`src/rtl/ysyx_23060042_lsu_pkg.sv`:
```
// Shared types and constants for the load/store unit.
//   lsu_state_e : access FSM states
//   LSU_*       : funct3 access-type encodings
//   lsu_off_t   : byte-lane offset inside a 32-bit word
//   lsu_ctl_t   : control fields latched when an access is accepted
package ysyx_23060042_lsu_pkg;

  typedef enum logic [1:0] {IDLE, REQ, RESP, DONE} lsu_state_e;

  localparam logic [2:0] LSU_B  = 3'b000;
  localparam logic [2:0] LSU_H  = 3'b001;
  localparam logic [2:0] LSU_W  = 3'b010;
  localparam logic [2:0] LSU_BU = 3'b100;
  localparam logic [2:0] LSU_HU = 3'b101;

  localparam int LSU_OFF_W = 2;
  typedef logic [LSU_OFF_W-1:0] lsu_off_t;

  typedef struct packed {
    logic       we;
    logic [2:0] op;
    lsu_off_t   off;
  } lsu_ctl_t;

endpackage

```
`src/rtl/ysyx_23060042_lsu_if.sv`:
```
// Core-side (EXU in / WBU out) and memory-bus signals of the LSU.
//   slave  : the LSU view (consumes in_*, out_ready, mem_gnt/rvalid/rdata)
//   master : the surroundings (EXU, WBU and memory model)
interface ysyx_23060042_lsu_if #(
  parameter int ADDR_W = 32,
  parameter int DATA_W = 32
);
  logic              in_valid;
  logic              in_ready;
  logic [ADDR_W-1:0] in_addr;
  logic [DATA_W-1:0] in_wdata;
  logic [2:0]        in_op;
  logic              in_ren;
  logic              in_wen;
  logic              out_valid;
  logic              out_ready;
  logic [DATA_W-1:0] out_rdata;
  logic              out_err;
  logic              mem_req;
  logic              mem_gnt;
  logic              mem_we;
  logic [ADDR_W-1:0] mem_addr;
  logic [DATA_W-1:0] mem_wdata;
  logic [3:0]        mem_wstrb;
  logic              mem_rvalid;
  logic [DATA_W-1:0] mem_rdata;

  modport slave (
    input  in_valid, in_addr, in_wdata, in_op, in_ren, in_wen, out_ready,
           mem_gnt, mem_rvalid, mem_rdata,
    output in_ready, out_valid, out_rdata, out_err,
           mem_req, mem_we, mem_addr, mem_wdata, mem_wstrb
  );

  modport master (
    output in_valid, in_addr, in_wdata, in_op, in_ren, in_wen, out_ready,
           mem_gnt, mem_rvalid, mem_rdata,
    input  in_ready, out_valid, out_rdata, out_err,
           mem_req, mem_we, mem_addr, mem_wdata, mem_wstrb
  );
endinterface

```
`src/rtl/ysyx_23060042_lsu_align.sv`:
```
// Byte-lane steering for the LSU (purely combinational).
//   op_i/off_i : access type and addr[1:0]
//   wdata_i    : store data -> wdata_o (lane replicated), wstrb_o
//   rdata_i    : bus read word -> rdata_o (shifted, sign/zero extended)
//   misalign_o : access crosses its natural alignment
// Build option: LSU_MISALIGN_CHK_EN enables misalign_o; otherwise it is 0
// and halfword/word offsets are forced to their aligned lane.
module ysyx_23060042_lsu_align
  import ysyx_23060042_lsu_pkg::*;
(
  input  logic [2:0]  op_i,
  input  lsu_off_t    off_i,
  input  logic [31:0] wdata_i,
  input  logic [31:0] rdata_i,
  output logic [3:0]  wstrb_o,
  output logic [31:0] wdata_o,
  output logic [31:0] rdata_o,
  output logic        misalign_o
);
  logic        is_b, is_h, sgn;
  lsu_off_t    off;
  logic [31:0] sh;

  always_comb begin
    is_b = 1'b0;
    is_h = 1'b0;
    sgn  = 1'b0;
    case (op_i)
      LSU_B:   begin is_b = 1'b1; sgn = 1'b1; end
      LSU_BU:  is_b = 1'b1;
      LSU_H:   begin is_h = 1'b1; sgn = 1'b1; end
      LSU_HU:  is_h = 1'b1;
      LSU_W:   ;
      default: ; // undefined encodings behave as a word access
    endcase
  end

  // Halfwords keep only the upper offset bit, words always use lane 0.
  assign off     = is_b ? off_i : (is_h ? {off_i[1], 1'b0} : '0);
  assign wstrb_o = is_b ? (4'b0001 << off) : (is_h ? (4'b0011 << off) : 4'b1111);
  assign wdata_o = is_b ? {4{wdata_i[7:0]}} : (is_h ? {2{wdata_i[15:0]}} : wdata_i);
  assign sh      = rdata_i >> {off, 3'b000};
  assign rdata_o = is_b ? {{24{sgn & sh[7]}}, sh[7:0]} :
                   is_h ? {{16{sgn & sh[15]}}, sh[15:0]} : sh;

`ifdef LSU_MISALIGN_CHK_EN
  assign misalign_o = (is_h & off_i[0]) | (~is_b & ~is_h & (off_i != 2'b00));
`else
  assign misalign_o = 1'b0;
`endif

endmodule

```
`src/rtl/ysyx_23060042_lsu.sv`:
```
// Load/store unit: accepts one access from EXU, runs it on a req/gnt/rvalid
// bus and returns extended load data (or 0 / error) to WBU.
//   clk, rst_n : clock, asynchronous active-low reset
//   bus        : ysyx_23060042_lsu_if.slave (core handshake + memory bus)
// Parameters: ADDR_W, DATA_W (32), TIMEOUT_CYC (>=2, REQ+RESP cycle limit).
// Build option: LSU_MISALIGN_CHK_EN rejects misaligned H/W accesses with
// out_err and no bus traffic (handled inside the align sub-module).
module ysyx_23060042_lsu
  import ysyx_23060042_lsu_pkg::*;
#(
  parameter int ADDR_W      = 32,
  parameter int DATA_W      = 32,
  parameter int TIMEOUT_CYC = 255
)(
  input  logic               clk,
  input  logic               rst_n,
  ysyx_23060042_lsu_if.slave bus
);
  localparam int              CNT_W    = $clog2(TIMEOUT_CYC + 1);
  localparam logic [CNT_W-1:0] CNT_LAST = CNT_W'(TIMEOUT_CYC - 1);

  lsu_state_e        state_q;
  lsu_ctl_t          ctl_q;
  logic [ADDR_W-3:0] waddr_q;
  logic [DATA_W-1:0] wdata_q, rdata_q;
  logic [3:0]        wstrb_q;
  logic              in_ready_q, out_valid_q, err_q, req_q;
  logic [CNT_W-1:0]  cnt_q, cnt_d;

  logic [2:0]        al_op;
  lsu_off_t          al_off;
  logic [3:0]        al_wstrb;
  logic [31:0]       al_wdata, al_rdata;
  logic              al_mis, is_mem, tmo;

  // In IDLE the aligner looks at the incoming request (store lanes, misalign);
  // afterwards it looks at the latched request (load extension).
  assign al_op  = (state_q == IDLE) ? bus.in_op : ctl_q.op;
  assign al_off = (state_q == IDLE) ? bus.in_addr[1:0] : ctl_q.off;

  ysyx_23060042_lsu_align u_align (
    .op_i      (al_op),
    .off_i     (al_off),
    .wdata_i   (bus.in_wdata),
    .rdata_i   (bus.mem_rdata),
    .wstrb_o   (al_wstrb),
    .wdata_o   (al_wdata),
    .rdata_o   (al_rdata),
    .misalign_o(al_mis)
  );

  assign is_mem = bus.in_ren | bus.in_wen;
  assign cnt_d  = cnt_q + 1'b1;
  // Compare with >= : a grant on the last allowed cycle lands in RESP with
  // the budget already spent, and only a same-cycle rvalid can still win.
  assign tmo    = (cnt_q >= CNT_LAST);

  always_ff @(posedge clk or negedge rst_n) begin
    if (!rst_n) begin
      state_q     <= IDLE;
      ctl_q       <= '0;
      waddr_q     <= '0;
      wdata_q     <= '0;
      wstrb_q     <= '0;
      rdata_q     <= '0;
      in_ready_q  <= 1'b1;
      out_valid_q <= 1'b0;
      err_q       <= 1'b0;
      req_q       <= 1'b0;
      cnt_q       <= '0;
    end else begin
      case (state_q)
        IDLE: if (bus.in_valid) begin
          in_ready_q <= 1'b0;
          if (is_mem && !al_mis) begin
            ctl_q   <= '{we: bus.in_wen, op: bus.in_op, off: bus.in_addr[1:0]};
            waddr_q <= bus.in_addr[ADDR_W-1:2];
            wdata_q <= al_wdata;
            wstrb_q <= bus.in_wen ? al_wstrb : 4'b0000;
            req_q   <= 1'b1;
            cnt_q   <= '0;
            state_q <= REQ;
          end else begin
            // non-memory op or rejected misaligned access
            rdata_q     <= '0;
            err_q       <= is_mem;
            out_valid_q <= 1'b1;
            state_q     <= DONE;
          end
        end
        REQ: begin
          if (bus.mem_gnt) begin
            req_q   <= 1'b0;
            cnt_q   <= cnt_d;
            state_q <= RESP;
          end else if (tmo) begin
            req_q       <= 1'b0;
            rdata_q     <= '0;
            err_q       <= 1'b1;
            out_valid_q <= 1'b1;
            state_q     <= DONE;
          end else begin
            cnt_q <= cnt_d;
          end
        end
        RESP: begin
          if (bus.mem_rvalid) begin
            rdata_q     <= ctl_q.we ? '0 : al_rdata;
            err_q       <= 1'b0;
            out_valid_q <= 1'b1;
            state_q     <= DONE;
          end else if (tmo) begin
            rdata_q     <= '0;
            err_q       <= 1'b1;
            out_valid_q <= 1'b1;
            state_q     <= DONE;
          end else begin
            cnt_q <= cnt_d;
          end
        end
        DONE: if (bus.out_ready) begin
          out_valid_q <= 1'b0;
          in_ready_q  <= 1'b1;
          state_q     <= IDLE;
        end
        default: state_q <= IDLE;
      endcase
    end
  end

  assign bus.in_ready  = in_ready_q;
  assign bus.out_valid = out_valid_q;
  assign bus.out_rdata = rdata_q;
  assign bus.out_err   = err_q;
  assign bus.mem_req   = req_q;
  assign bus.mem_we    = ctl_q.we;
  assign bus.mem_addr  = {waddr_q, 2'b00};
  assign bus.mem_wdata = wdata_q;
  assign bus.mem_wstrb = wstrb_q;

endmodule

```
`src/flat_wrapper.sv`:
```
// flat-port wrapper written by rule: the top's interface ports become plain ports
module ysyx_23060042_lsu_flat import ysyx_23060042_lsu_pkg::*;
#(
  parameter int ADDR_W      = 32,
  parameter int DATA_W      = 32,
  parameter int TIMEOUT_CYC = 255
)
  (clk, rst_n, bus_in_valid, bus_in_addr, bus_in_wdata, bus_in_op, bus_in_ren, bus_in_wen, bus_out_ready, bus_mem_gnt, bus_mem_rvalid, bus_mem_rdata, bus_in_ready, bus_out_valid, bus_out_rdata, bus_out_err, bus_mem_req, bus_mem_we, bus_mem_addr, bus_mem_wdata, bus_mem_wstrb);
  ysyx_23060042_lsu_if #(.ADDR_W(ADDR_W), .DATA_W(DATA_W)) bus_i ();
  input  logic clk;
  input  logic rst_n;
  input wire logic [$bits(bus_i.in_valid)-1:0] bus_in_valid;
  input wire logic [$bits(bus_i.in_addr)-1:0] bus_in_addr;
  input wire logic [$bits(bus_i.in_wdata)-1:0] bus_in_wdata;
  input wire logic [$bits(bus_i.in_op)-1:0] bus_in_op;
  input wire logic [$bits(bus_i.in_ren)-1:0] bus_in_ren;
  input wire logic [$bits(bus_i.in_wen)-1:0] bus_in_wen;
  input wire logic [$bits(bus_i.out_ready)-1:0] bus_out_ready;
  input wire logic [$bits(bus_i.mem_gnt)-1:0] bus_mem_gnt;
  input wire logic [$bits(bus_i.mem_rvalid)-1:0] bus_mem_rvalid;
  input wire logic [$bits(bus_i.mem_rdata)-1:0] bus_mem_rdata;
  output wire logic [$bits(bus_i.in_ready)-1:0] bus_in_ready;
  output wire logic [$bits(bus_i.out_valid)-1:0] bus_out_valid;
  output wire logic [$bits(bus_i.out_rdata)-1:0] bus_out_rdata;
  output wire logic [$bits(bus_i.out_err)-1:0] bus_out_err;
  output wire logic [$bits(bus_i.mem_req)-1:0] bus_mem_req;
  output wire logic [$bits(bus_i.mem_we)-1:0] bus_mem_we;
  output wire logic [$bits(bus_i.mem_addr)-1:0] bus_mem_addr;
  output wire logic [$bits(bus_i.mem_wdata)-1:0] bus_mem_wdata;
  output wire logic [$bits(bus_i.mem_wstrb)-1:0] bus_mem_wstrb;
  assign bus_i.in_valid = bus_in_valid;
  assign bus_i.in_addr = bus_in_addr;
  assign bus_i.in_wdata = bus_in_wdata;
  assign bus_i.in_op = bus_in_op;
  assign bus_i.in_ren = bus_in_ren;
  assign bus_i.in_wen = bus_in_wen;
  assign bus_i.out_ready = bus_out_ready;
  assign bus_i.mem_gnt = bus_mem_gnt;
  assign bus_i.mem_rvalid = bus_mem_rvalid;
  assign bus_i.mem_rdata = bus_mem_rdata;
  assign bus_in_ready = bus_i.in_ready;
  assign bus_out_valid = bus_i.out_valid;
  assign bus_out_rdata = bus_i.out_rdata;
  assign bus_out_err = bus_i.out_err;
  assign bus_mem_req = bus_i.mem_req;
  assign bus_mem_we = bus_i.mem_we;
  assign bus_mem_addr = bus_i.mem_addr;
  assign bus_mem_wdata = bus_i.mem_wdata;
  assign bus_mem_wstrb = bus_i.mem_wstrb;
  ysyx_23060042_lsu #(.ADDR_W(ADDR_W), .DATA_W(DATA_W), .TIMEOUT_CYC(TIMEOUT_CYC)) u_core (.clk(clk), .rst_n(rst_n), .bus(bus_i));
endmodule
```
`config.mk`:
```
export PLATFORM = sky130hd
export DESIGN_NAME = ysyx_23060042_lsu_flat
export DESIGN_NICKNAME = d
export VERILOG_FILES = /design/src/rtl/ysyx_23060042_lsu_pkg.sv /design/src/rtl/ysyx_23060042_lsu_if.sv /design/src/rtl/ysyx_23060042_lsu_align.sv /design/src/rtl/ysyx_23060042_lsu.sv /design/src/flat_wrapper.sv
export SDC_FILE = /design/constraint.sdc
export NUM_CORES = 1
export LEC_CHECK = 0
export BUFFER_PORTS_ARGS = -buffer_cell sky130_fd_sc_hd__buf_2
export CORE_ASPECT_RATIO = 0.75
export CORE_MARGIN = 5
export CORE_UTILIZATION = 54
export CTS_CLUSTER_DIAMETER = 40
export DETAILED_ROUTE_END_ITERATION = 8
export PLACE_DENSITY = 0.86
export SETUP_SLACK_MARGIN = 0.5
export SYNTH_ARGS = -nofsm -noshare
export SYNTH_HDL_FRONTEND = slang
export SYNTH_SLANG_ARGS = --single-unit
```
`constraint.sdc`:
```
create_clock -name clk -period 6.1 [get_ports clk]
set_clock_uncertainty 0.05 [all_clocks]
set_input_delay 0.915 -clock clk [delete_from_list [all_inputs] [get_ports clk]]
set_output_delay 0.915 -clock clk [all_outputs]
set_load 0.01 [all_outputs]
```
==> results summary <==
The maximum number of pins on one net before global-route repair came out at 95. The worst-case register-to-register setup slack came out at 2.01 ns. The type of element capturing the critical path is a flop.

At the end of the flow, the number of nets in the layout was 816. The worst hold path was traced through 2 stages. The critical path in this run is classified as flop to flop. The setup-violating endpoint count in the final report came out at 0. The area share of the largest cell type after synthesis came out at 0.507.

The tightest slew margin relative to the limit is 0.191. The tool flagged a number of max-cap violations equal to 0. The sum of negative setup slack is 0 ns. Clock-pin slew was measured on the worst setup and hold paths at 0.05 ns.

The sequential cell fraction of total power came out at 0.327. The global router's overall resource usage is 0.263. The power density over the cells came out at 559 nW/µm². The startpoint identified for the worst register-to-register timing path is u_core.state_q[1]. The number of synthesized flops with an enable pin came out at 0. The first-iteration detailed-routing DRC count is 442. The worst setup path is launched from a flop.

Measured along the y axis, the die boundary spans 99.5 µm. The wire length per cell after detailed routing is 19.6 µm. The endpoint identified for the worst register-to-register timing path is u_core.bus.out_rdata[27]. Of all cell types, the one taking the most synthesized area is sky130_fd_sc_hd__dfrtp_1. The die covers 12900 µm².

The post-cts gate resize count is 0. For this configuration, the core starts out at a cell density of 0.557. The number of I/O pins is 212. Setup repair after global routing left no endpoint under its margin.

In this run, synthesis produced a sequential element count of 118. The total number of vias is 5090. The internal power summed over all cells is 2.51 mW. At the worst endpoint, the required time is 6.28 ns. The post-route clock period utilization is 0.670.

After detailed routing, the number of vias per cell comes to 6.00. The async set or reset register ratio after synthesis is 1.00. Of the cells placed in the final design, the portion with a size suffix greater than 1 is 0.440. Ranked by total cell area, the synthesized netlist is headed by sky130_fd_sc_hd__dfrtp_1, sky130_fd_sc_hd__mux2_2, sky130_fd_sc_hd__mux2i_1. The number of buffers added on ports came out at 209.

The tightest min-delay check is of the flop to flop type. The number of antenna violations at the first check in global routing is 1. The number of clock buffers inserted by TritonCTS came out at 17.

The count of hold buffers inserted by post-cts repair came out at 0. The via count of the first global-routing pass came out at 5252. The final weighted congestion in routability-driven placement came out at 0.928. At the worst endpoint, the arrival time is 4.27 ns.

The floorplan has 32 rows. Leaving out fill and tap cells, the most frequent cell in the layout is sky130_fd_sc_hd__buf_2. The switching power came out at 1.64 mW. The half-perimeter wire length after detailed placement came out at 12100 µm.

The number of cells on the worst reg-to-reg path came out at 6. The H-tree depth came out at 4. Static timing analysis puts the maximum clock frequency at 0.245 GHz. The biggest fanout along the worst timing path came out at 27.

The worst hold path terminates at u_core.bus.mem_wdata[13]. The first global-routing pass estimated 26700 µm of wire. The count of mapped cells out of synthesis is 504. In this run the clock root is driven by a sky130_fd_sc_hd__clkbuf_16.

In the layout the commonest cells are sky130_fd_sc_hd__buf_2, sky130_fd_sc_hd__dfrtp_1, sky130_fd_sc_hd__nand2_1. For this design the static power due to leakage is 3.68 nW. The number of placed instances, taps included, is 820. The post-layout instance count excluding filler cells came out at 848. The clock tree from TritonCTS is done. The switching part of the total power is 0.395. The synthesis-to-layout area growth is 28.4%.

The synthesized area divided by synthesized cell count came out at 11.5 µm². The most used flip-flop cell after synthesis is sky130_fd_sc_hd__dfrtp_1. The core area came out at 10400 µm².

The instance area after placement came out at 6860 µm². In the routed design, unresolved DRC markers number 0. The maximum ir drop on the vdd rail came out at 289 µV.

The latest clock arrival within the worst-skew pair came out at 0.40 ns. Once the clock tree was built, the setup fixing pass inserted 0 buffers. The die is 129 µm wide. The final hold violation count is 0. The measured slew at the worst slew-check pin is 1.20 ns. The antenna diode count came out at 0. The cell area after synthesis came out at 5770 µm².

The clock passes through at most 2 buffers. After global routing the overflow that remains totals 0. The area of all placed cells without fillers came out at 7410 µm². The number of warnings reported in the yosys synthesis log is 0. The clock network fraction of total power is 0.221. The final critical path time including I/O delays and setup is 4.09 ns.

The pre-antenna-repair detailed-routing pass consisted of 5 iterations. The netlist uses 55 different library cells. The routed wire length came out at 16600 µm. The number of clock sinks is 118. The count of final max-slew check failures came to 0. The launch point of the worst hold path is u_core.bus.mem_wdata[13]. Of the synthesized area, sequential elements account for 0.512. The antenna violation net count after detailed routing came out at 0. The final core area utilization is 0.715. Of the total power, combinational logic draws 0.452. The run finished with clean final reports.
==> metal layers <==
| metal | wire length, µm | GRT usage | share of wire | vias to the layer above |
|---|---|---|---|---|
| met5 | 7 | 0 | 0.00042 | - |
| met3 | 1760 | 0.0982 | 0.11 | 37 |
| met1 | 6210 | 0.314 | 0.37 | 2485 |
| li1 | - | - | - | 2259 |
| met4 | 307 | 0.104 | 0.018 | 2 |
| met2 | 8350 | 0.432 | 0.50 | 307 |
==> cell families (layout without fill, tap and decap cells) <==
logic type | count (synthesis) | in the layout | synth area share
AO/OA/AOI/OAI | 137 | 137 | 0.175
AND/OR/NAND/NOR | 124 | 124 | 0.106
flip-flops | 118 | 118 | 0.512
multiplexers | 75 | 75 | 0.155
buffers and inverters | 43 | 250 | 0.0377
adder cells (fa/ha/maj) | 6 | 6 | 0.0130
other | 1 | 2 | 0.000650
==> worst max path at each step <==
| stage | to | cells after the start | from |
|---|---|---|---|
| floorplan | u_core.bus.out_rdata[16] | 9 | u_core.state_q[1] |
| global placement | u_core.bus.out_rdata[28] | 6 | u_core.state_q[1] |
| detailed placement | u_core.bus.out_rdata[24] | 6 | u_core.state_q[1] |
| CTS | u_core.bus.out_rdata[25] | 6 | u_core.state_q[1] |
| global route | u_core.bus.out_rdata[24] | 6 | u_core.state_q[1] |
| finish | u_core.bus.out_rdata[27] | 6 | u_core.state_q[1] |
==> flip-flops by register name, summed over array words and instances (netlist names), 2 cells and up <==
signal / flops
u_core.waddr_q: 30
u_core.cnt_q: 8
u_core.bus.mem_wstrb: 4
u_core.bus.mem_wdata: 32
u_core.state_q: 2
u_core.ctl_q: 5
u_core.bus.out_rdata: 32
==> worst max-delay path: stages (launching register included) <==
cell and delay [ns]:
sky130_fd_sc_hd__dfrtp_1 0.44, sky130_fd_sc_hd__inv_1 0.14, sky130_fd_sc_hd__ha_1 0.88, sky130_fd_sc_hd__nor4bb_2 1.09, sky130_fd_sc_hd__nor2_4 0.23, sky130_fd_sc_hd__a31oi_2 0.88, sky130_fd_sc_hd__o31ai_1 0.20
==> area by class of cell <==
type                            count  area (µm²)
Clock buffer                       24         492
Clock inverter                      4        47.5
Fill cell                         718        2960
Inverter                           10        37.5
Multi-Input combinational cell    344        2640
Sequential cell                   118        2950
Tap cell                          136         170
Timing Repair Buffer              212        1070
==> synthesized netlist by cell type, types with 4 or more instances <==
cell type and number:
sky130_fd_sc_hd__o31ai_1 16, sky130_fd_sc_hd__nand2b_1 5, sky130_fd_sc_hd__nor2_1 24, sky130_fd_sc_hd__buf_4 7
sky130_fd_sc_hd__inv_1 10, sky130_fd_sc_hd__mux4_2 7, sky130_fd_sc_hd__a22o_1 8, sky130_fd_sc_hd__mux2i_1 21
sky130_fd_sc_hd__o311ai_0 4, sky130_fd_sc_hd__nand3_1 6, sky130_fd_sc_hd__buf_2 6, sky130_fd_sc_hd__o21ai_0 42
sky130_fd_sc_hd__o31ai_2 10, sky130_fd_sc_hd__a21oi_1 10, sky130_fd_sc_hd__and3_1 4, sky130_fd_sc_hd__mux2_2 46
sky130_fd_sc_hd__nand2_1 56, sky130_fd_sc_hd__o2bb2ai_1 7, sky130_fd_sc_hd__a22oi_1 8, sky130_fd_sc_hd__ha_1 6
sky130_fd_sc_hd__dfrtp_1 117, sky130_fd_sc_hd__clkbuf_1 17, sky130_fd_sc_hd__a222oi_1 9, sky130_fd_sc_hd__nor3_1 11
==> power by group through the flow <==
stage	Sequential, mW	Combinational, mW	Clock (mW)
floorplan	1.48	1.07	0
global placement	1.33	1.77	0
detailed placement	1.35	1.85	0
CTS	1.35	1.87	0.927
global route	1.39	2.04	0.971
finish	1.35	1.87	0.916
==> stage by stage <==
| stage | setup slack [ns] | hold WS [ns] | power (mW) |
|---|---|---|---|
| 3_5_place_dp | 2.10 | 0.416 | 3.20 |
| 6_report | 2.01 | 0.427 | 4.14 |
| 2_1_floorplan | 3.60 | 0.432 | 2.55 |
| 3_3_place_gp | 2.45 | 0.407 | 3.10 |
| 4_1_cts | 2.11 | 0.431 | 4.15 |
| 5_1_grt | 1.80 | 0.457 | 4.40 |
Power figures use the tool's default switching activity.
